## src/rtl/spi_pkg.sv

```systemverilog
// SPI shared definitions: mode encoding, CPOL/CPHA extraction, slave FSM states.
// Imported by the slave top and shared with the SPI master.
package spi_pkg;

   typedef enum logic [1:0] {
      MODE0 = 2'd0,
      MODE1 = 2'd1,
      MODE2 = 2'd2,
      MODE3 = 2'd3
   } spi_mode_e;

   typedef enum logic {
      IDLE   = 1'b0,
      ACTIVE = 1'b1
   } spi_state_e;

   function automatic logic spi_cpol(spi_mode_e m);
      return (m == MODE2) || (m == MODE3);
   endfunction

   function automatic logic spi_cpha(spi_mode_e m);
      return (m == MODE1) || (m == MODE3);
   endfunction

endpackage

```

## src/rtl/spi_slave_if.sv

```systemverilog
// SPI link pins between one master and one slave.
// Ports: SClk/SS/MOSI from master, MISO/MISO_oe from slave.
interface spi_slave_if;

   logic SClk;
   logic SS;
   logic MOSI;
   logic MISO;
   logic MISO_oe;

   modport master (
      output SClk, SS, MOSI,
      input  MISO, MISO_oe
   );

   modport slave (
      input  SClk, SS, MOSI,
      output MISO, MISO_oe
   );

endinterface

```

## src/rtl/spi_sync_edge.sv

```systemverilog
// Multi-flop synchroniser with rise/fall detect on the synchronised value.
// Ports: Clk, Reset_n, rst_val_i (idle level), d_i (async pin), rise_o, fall_o.
module spi_sync_edge #(
   parameter int SYNC_STAGES = 2
) (
   input  logic Clk,
   input  logic Reset_n,
   input  logic rst_val_i,
   input  logic d_i,
   output logic rise_o,
   output logic fall_o
);

   logic [SYNC_STAGES-1:0] sync_q;
   logic                   prev_q;
   logic                   s_w;

   assign s_w = sync_q[SYNC_STAGES-1];

   always_ff @(posedge Clk) begin
      if (!Reset_n) begin
         sync_q <= {SYNC_STAGES{rst_val_i}};
         prev_q <= rst_val_i;
      end else begin
         sync_q <= {sync_q[SYNC_STAGES-2:0], d_i};
         prev_q <= s_w;
      end
   end

   assign rise_o = s_w & ~prev_q;
   assign fall_o = ~s_w & prev_q;

endmodule

```

## src/rtl/spi_slave.sv

```systemverilog
// SPI slave endpoint, fully oversampled on Clk, all four modes.
// Ports: Clk, Reset_n, MODE, TxData/TxLoad/TxReady, RxData/RxValid, FrameErr, Busy, spi (pins).
module spi_slave
   import spi_pkg::*;
#(
   parameter int DATA_WIDTH  = 8,
   parameter int SYNC_STAGES = 2
) (
   input  logic                  Clk,
   input  logic                  Reset_n,
   input  logic [1:0]            MODE,
   input  logic [DATA_WIDTH-1:0] TxData,
   input  logic                  TxLoad,
   output logic                  TxReady,
   output logic [DATA_WIDTH-1:0] RxData,
   output logic                  RxValid,
   output logic                  FrameErr,
   output logic                  Busy,
   spi_slave_if.slave            spi
);

   localparam int CW = $clog2(DATA_WIDTH + 1);
   localparam logic [CW-1:0] FULL = CW'(DATA_WIDTH);

   spi_state_e state_q, state_d;

   logic [1:0]             mode_q;
   logic [CW-1:0]          cnt_q;
   logic [DATA_WIDTH-1:0]  rx_sr_q, tx_sr_q, txbuf_q, rx_data_q;
   logic                   txfull_q, rx_valid_q, ferr_q;
   logic [SYNC_STAGES-1:0] mosi_q;

   logic sclk_rise, sclk_fall, ss_rise, ss_fall;
   logic cpol_w, cpha_w, lead_w, trail_w, cap_w, shf_w;
   logic xfer, abort, done, live, cap_en, shf_en;

   spi_sync_edge #(.SYNC_STAGES(SYNC_STAGES)) u_sclk (
      .Clk       (Clk),
      .Reset_n   (Reset_n),
      .rst_val_i (spi_cpol(spi_mode_e'(MODE))),
      .d_i       (spi.SClk),
      .rise_o    (sclk_rise),
      .fall_o    (sclk_fall)
   );

   spi_sync_edge #(.SYNC_STAGES(SYNC_STAGES)) u_ss (
      .Clk       (Clk),
      .Reset_n   (Reset_n),
      .rst_val_i (1'b1),
      .d_i       (spi.SS),
      .rise_o    (ss_rise),
      .fall_o    (ss_fall)
   );

   assign cpol_w  = spi_cpol(spi_mode_e'(mode_q));
   assign cpha_w  = spi_cpha(spi_mode_e'(mode_q));
   assign lead_w  = cpol_w ? sclk_fall : sclk_rise;
   assign trail_w = cpol_w ? sclk_rise : sclk_fall;
   assign cap_w   = cpha_w ? trail_w : lead_w;
   assign shf_w   = cpha_w ? lead_w : trail_w;

   always_ff @(posedge Clk) begin
      if (!Reset_n) state_q <= IDLE;
      else          state_q <= state_d;
   end

   always_comb begin
      state_d = state_q;
      xfer    = 1'b0;
      abort   = 1'b0;
      done    = 1'b0;
      unique case (state_q)
         IDLE: begin
            if (ss_fall) begin
               state_d = ACTIVE;
               xfer    = 1'b1;
            end
         end
         ACTIVE: begin
            if (ss_rise) begin
               state_d = IDLE;
               abort   = (cnt_q != '0);
            end else if (cnt_q == FULL) begin
               done = 1'b1;
               xfer = 1'b1;
            end
         end
         default: state_d = IDLE;
      endcase
   end

   // SS rise beats any coincident SClk edge.
   assign live   = (state_q == ACTIVE) && !ss_rise && !done;
   assign cap_en = live && cap_w;
   // No shift at count 0: CPHA=1 first shift edge shows the loaded MSB,
   // CPHA=0 edge after the last capture must keep the new MSB.
   assign shf_en = live && shf_w && (cnt_q != '0);

   always_ff @(posedge Clk) begin
      if (!Reset_n) begin
         mode_q     <= MODE;
         mosi_q     <= '0;
         cnt_q      <= '0;
         rx_sr_q    <= '0;
         tx_sr_q    <= '0;
         txbuf_q    <= '0;
         txfull_q   <= 1'b0;
         rx_data_q  <= '0;
         rx_valid_q <= 1'b0;
         ferr_q     <= 1'b0;
      end else begin
         mosi_q     <= {mosi_q[SYNC_STAGES-2:0], spi.MOSI};
         rx_valid_q <= done;
         ferr_q     <= abort;
         if (state_q == IDLE) mode_q <= MODE;
         if (done) rx_data_q <= rx_sr_q;
         if (done || abort) begin
            cnt_q <= '0;
         end else if (cap_en) begin
            cnt_q   <= cnt_q + CW'(1);
            rx_sr_q <= {rx_sr_q[DATA_WIDTH-2:0], mosi_q[SYNC_STAGES-1]};
         end
         if (xfer) tx_sr_q <= txfull_q ? txbuf_q : '0;
         else if (shf_en) tx_sr_q <= {tx_sr_q[DATA_WIDTH-2:0], 1'b0};
         // Load after transfer so a same-cycle load fills the next frame.
         if (TxLoad && !txfull_q) begin
            txbuf_q  <= TxData;
            txfull_q <= 1'b1;
         end else if (xfer) begin
            txfull_q <= 1'b0;
         end
      end
   end

   assign TxReady     = ~txfull_q;
   assign RxData      = rx_data_q;
   assign RxValid     = rx_valid_q;
   assign FrameErr    = ferr_q;
   assign Busy        = (state_q == ACTIVE);
   assign spi.MISO    = tx_sr_q[DATA_WIDTH-1];
   assign spi.MISO_oe = (state_q == ACTIVE);

endmodule
```

## src/flat_wrapper.sv

```systemverilog
// flat-port wrapper written by rule: the top's interface ports become plain ports
module spi_slave_flat import spi_pkg::*;
#(
   parameter int DATA_WIDTH  = 8,
   parameter int SYNC_STAGES = 2
)
  (Clk, Reset_n, MODE, TxData, TxLoad, TxReady, RxData, RxValid, FrameErr, Busy, spi_SClk, spi_SS, spi_MOSI, spi_MISO, spi_MISO_oe);
  spi_slave_if spi_i ();
  input  logic Clk;
  input  logic Reset_n;
  input  logic [1:0] MODE;
  input  logic [DATA_WIDTH-1:0] TxData;
  input  logic TxLoad;
  output logic TxReady;
  output logic [DATA_WIDTH-1:0] RxData;
  output logic RxValid;
  output logic FrameErr;
  output logic Busy;
  input wire logic [$bits(spi_i.SClk)-1:0] spi_SClk;
  input wire logic [$bits(spi_i.SS)-1:0] spi_SS;
  input wire logic [$bits(spi_i.MOSI)-1:0] spi_MOSI;
  output wire logic [$bits(spi_i.MISO)-1:0] spi_MISO;
  output wire logic [$bits(spi_i.MISO_oe)-1:0] spi_MISO_oe;
  assign spi_i.SClk = spi_SClk;
  assign spi_i.SS = spi_SS;
  assign spi_i.MOSI = spi_MOSI;
  assign spi_MISO = spi_i.MISO;
  assign spi_MISO_oe = spi_i.MISO_oe;
  spi_slave #(.DATA_WIDTH(DATA_WIDTH), .SYNC_STAGES(SYNC_STAGES)) u_core (.Clk(Clk), .Reset_n(Reset_n), .MODE(MODE), .TxData(TxData), .TxLoad(TxLoad), .TxReady(TxReady), .RxData(RxData), .RxValid(RxValid), .FrameErr(FrameErr), .Busy(Busy), .spi(spi_i));
endmodule
```

## config.mk

```make
export PLATFORM = sky130hd
export DESIGN_NAME = spi_slave_flat
export DESIGN_NICKNAME = d
export VERILOG_FILES = /design/src/rtl/spi_pkg.sv /design/src/rtl/spi_slave_if.sv /design/src/rtl/spi_sync_edge.sv /design/src/rtl/spi_slave.sv /design/src/flat_wrapper.sv
export SDC_FILE = /design/constraint.sdc
export NUM_CORES = 1
export LEC_CHECK = 0
export ABC_AREA = 1
export BUFFER_PORTS_ARGS = -buffer_cell sky130_fd_sc_hd__clkbuf_2
export CAP_MARGIN = 20
export CORE_MARGIN = 5
export CORE_UTILIZATION = 40
export CTS_BUF_LIST = sky130_fd_sc_hd__clkbuf_8 sky130_fd_sc_hd__clkbuf_16
export CTS_CLUSTER_DIAMETER = 30
export DETAILED_ROUTE_END_ITERATION = 10
export SETUP_SLACK_MARGIN = 0.1
export SLEW_MARGIN = 20
export SYNTH_ARGS = -nofsm -noshare
export SYNTH_HDL_FRONTEND = slang
export SYNTH_HIERARCHICAL = 1
export SYNTH_SLANG_ARGS = --single-unit
```

## constraint.sdc

```tcl
create_clock -name Clk -period 1.9 [get_ports Clk]
set_input_delay 0.095 -clock Clk [delete_from_list [all_inputs] [get_ports Clk]]
set_output_delay 0.095 -clock Clk [all_outputs]
set_load 0.01 [all_outputs]
```

==> impl_metrics.csv <==
group,metric,value,unit
run_status,status,"finished clean",
clock_network,clk_latency,300,ps
sta,fmax,627.2,MHz
sta,setup-tns-final,0,ps
place,hpwlAfterDp,3.018,mm
grt,grt_pass1_wl,7.527,mm
sta,final_hold_viol_count,0,
drt,vias,1801,
drt,drc,0,
drt,vias_per_cell,4.436,
logic_synthesis,netlist_instances,300,
sta,rsz0062_at_grt,"false",
place,place.gp.congestion,0.7562,
drt,dr.first_iter.drc_count,57,
clock_network,cts_num_sinks,50,
logic_synthesis,yosys.area.top_type,"dfxtp_1",
logic_synthesis,synthesis.area,2171,um2
clock_network,cts_buffers,5,
sta,min_period_over_period,83.91,%
clock_network,clk_pin_slew,90,ps
floorplanning,rows,26,
logic_synthesis,synth_warnings,6,
logic_synthesis,synth_common_cells,"nand2_1, nor2_1, dfxtp_1",
sta,setup_viol,0,
logic_synthesis,synth-edff-count,2,
setup_path,start_kind,"flip-flop",
clock_network,cts_tree,"done",
clock_network,htree_levels,2,
grt,first_global_vias,1738,
setup_path,cp_data_arrival_time,1790,ps
power_and_ir_drop,max-vdd-ir-drop,0.5342,mV
hold_path,holdPathStages,3,
logic_synthesis,synthTopCellsByArea,"dfxtp_1, nand2_1, nor2_1",
logic_synthesis,ys.flop_type,"dfxtp_1",
drt,drtAntennaViolNets,0,
finish,design_area,2537,um2
finish,n_antenna_cell,0,
sta,skew,11.21,ps
setup_path,r2r-start,"u_core/cnt_q[0]",
place,portBuffers,29,
logic_synthesis,ys_seq_elements,50,
sta,final_max_slew_viol_count,0,
sta,layout_setup_ws,305.7,ps
logic_synthesis,async_flop_share,0,%
logic_synthesis,yosysSeqAreaShare,47.03,%
setup_path,endpoint_kind,"flip-flop",
grt,antenna_found_initial,0,
grt,grt.overflow.total,0,
power_and_ir_drop,power_density,856.1,nW/um2
setup_path,ff2ff_path_depth,10,
logic_synthesis,yosysUniqueCellTypes,26,
place,dp_slack,278.5,ps
floorplanning,core,5205,um2
finish,area_growth,16.89,%
floorplanning,ioPinCount,30,
logic_synthesis,synth_top_area_share,44.27,%
logic_synthesis,synth.avg_cell_area,7.236,um2
grt,grt_util_all_layers,12.77,%
clock_network,clockBufferDepth,2,
setup_path,critPathRequiredTime,2100,ps
setup_path,r2r-end,"u_core/tx_sr_q[7]",
hold_path,min_to,"u_core/txbuf_q[1]",
drt,dr.pass1.iters,4,
clock_network,cts_root_buf,"clkbuf_8",
logic_synthesis,synth.most_common_cell,"nand2_1",
finish,nets,353,
floorplanning,dieArea,7001,um2
setup_path,crit_type,"reg2reg",
logic_synthesis,syn_nets,318,
power_and_ir_drop,p_leak,1.276,nW
grt,grt_max_degree,25,
drt,wirelength,4.161,mm
setup_path,ff2ff_setup_slack,310,ps
clock_network,cts_resized,0,
place,placed_cell_area,2371,um2
hold_path,hold_class,"in2reg",
floorplanning,die_y,83.67,um
place,dp_cells,393,
floorplanning,start_util,41.71,%
setup_path,cp_max_fo,9,
finish,fin_cells,406,
finish,drive_above_1_share,18.75,%
hold_path,min-delay-start,"TxData[1]",
drt,wire_per_inst,10.25,um
floorplanning,die_width,83.67,um
run,maxCapViolCount,0,
sta,finalCriticalPeriod,1594,ps
-- layout by cell type (no fill, tap or decap), types with 4 or more instances in the layout --
cell type	netlist	final
nand2_1	77	77
nor2_1	54	54
dfxtp_1	48	48
clkbuf_2	0	29
inv_1	29	29
nand3_1	27	27
o21ai_0	10	10
a21oi_1	8	8
inv_2	7	7
o21ai_1	6	6
clkbuf_8	0	5
dlygate4sd3_1	0	5
nand2_2	4	4
buf_4	2	4
-- registers in the layout, summed over array words and instances, names as in the netlist --
register,cells
u_core/Busy,1
u_core/u_sclk/prev_q,1
u_core/u_ss/sync_q,2
u_core/FrameErr,1
u_core/mode_q,2
u_core/txfull_q,1
u_core/rx_sr_q,8
u_core/u_ss/prev_q,1
u_core/txbuf_q,8
u_core/RxValid,1
u_core/mosi_q,2
u_core/tx_sr_q,8
u_core/cnt_q,4
u_core/RxData,8
u_core/u_sclk/sync_q,2
-- through the flow --
stage	power, mW	hold WS [ps]	util, %
after floorplan	1.362	192.6	-
after detailed placement	1.429	283.1	45.55
after CTS	2.203	33.37	48.75
after global placement	1.423	276.4	45.55
final	2.172	41.24	48.75
after global routing	2.300	36.95	48.75
-- report_power, final --
part / switching (mW) / internal [mW]
Sequential: 0.0343 / 1.11
Clock: 0.366 / 0.399
Combinational: 0.156 / 0.103
-- worst max path at each step --
stage / from / endpoint / slack [ps] / depth (start not counted)
final: u_core/cnt_q[0] / u_core/tx_sr_q[7] / 310 / 10
after global routing: u_core/cnt_q[0] / u_core/tx_sr_q[1] / 100 / 10
after CTS: u_core/cnt_q[0] / u_core/tx_sr_q[7] / 260 / 10
after detailed placement: u_core/cnt_q[0] / u_core/tx_sr_q[7] / 280 / 10
after global placement: u_core/cnt_q[0] / u_core/tx_sr_q[7] / 290 / 10
after floorplan: u_core/cnt_q[0] / u_core/tx_sr_q[1] / 520 / 10
-- cell families (layout without fill, tap and decap cells) --
kind of cell	Yosys count	after routing	synth area share (%)
and+or+nand+nor	173	173	35.68
DFF	50	50	47.03
buffers and inverters	47	83	9.279
AOI/OAI and AO/OA	25	25	5.879
adders and majority gates	2	2	1.153
xor gates and xnor gates	2	2	0.8071
other	1	1	0.1727
-- routing by layer --
layer / vias up / wire length (um) / part of all wire (%) / track usage (%)
li1: 984 / - / - / -
met1: 796 / 2014 / 48 / 16.18
met2: 19 / 1988 / 48 / 21.40
met3: 2 / 138 / 3.3 / 3.949
met4: 0 / 19 / 0.46 / 2.632
met5: - / 0 / 0 / 0
-- worst max-delay path, cell delays in order, from the launching register on --
cell and delay, ps:
dfxtp_1 380, inv_1 70, ha_1 260, inv_1 70, nor2_1 40, nor2_1 130, nand3_2 200, nand2_2 130
inv_2 70, nor2_1 90, nor2_1 50
-- cell type report --
| type | count | area [um2] |
|---|---|---|
| Multi-Input combinational cell | 203 | 948.4 |
| Fill cell | 549 | 2668 |
| Sequential cell | 50 | 1021 |
| Clock buffer | 5 | 68.82 |
| Clock inverter | 3 | 47.55 |
| Inverter | 37 | 138.9 |
| Tap cell | 70 | 87.58 |
| Timing Repair Buffer | 38 | 225.2 |
-- repair_timing --
item / CTS / global route
endpoints found under the setup margin: 0 / 1
hold endpoints to repair: 5 / 0
buffers inserted: 0 / 0
hold buffers: 5 / 0
Note: power is estimated with default switching activity, not from simulation.
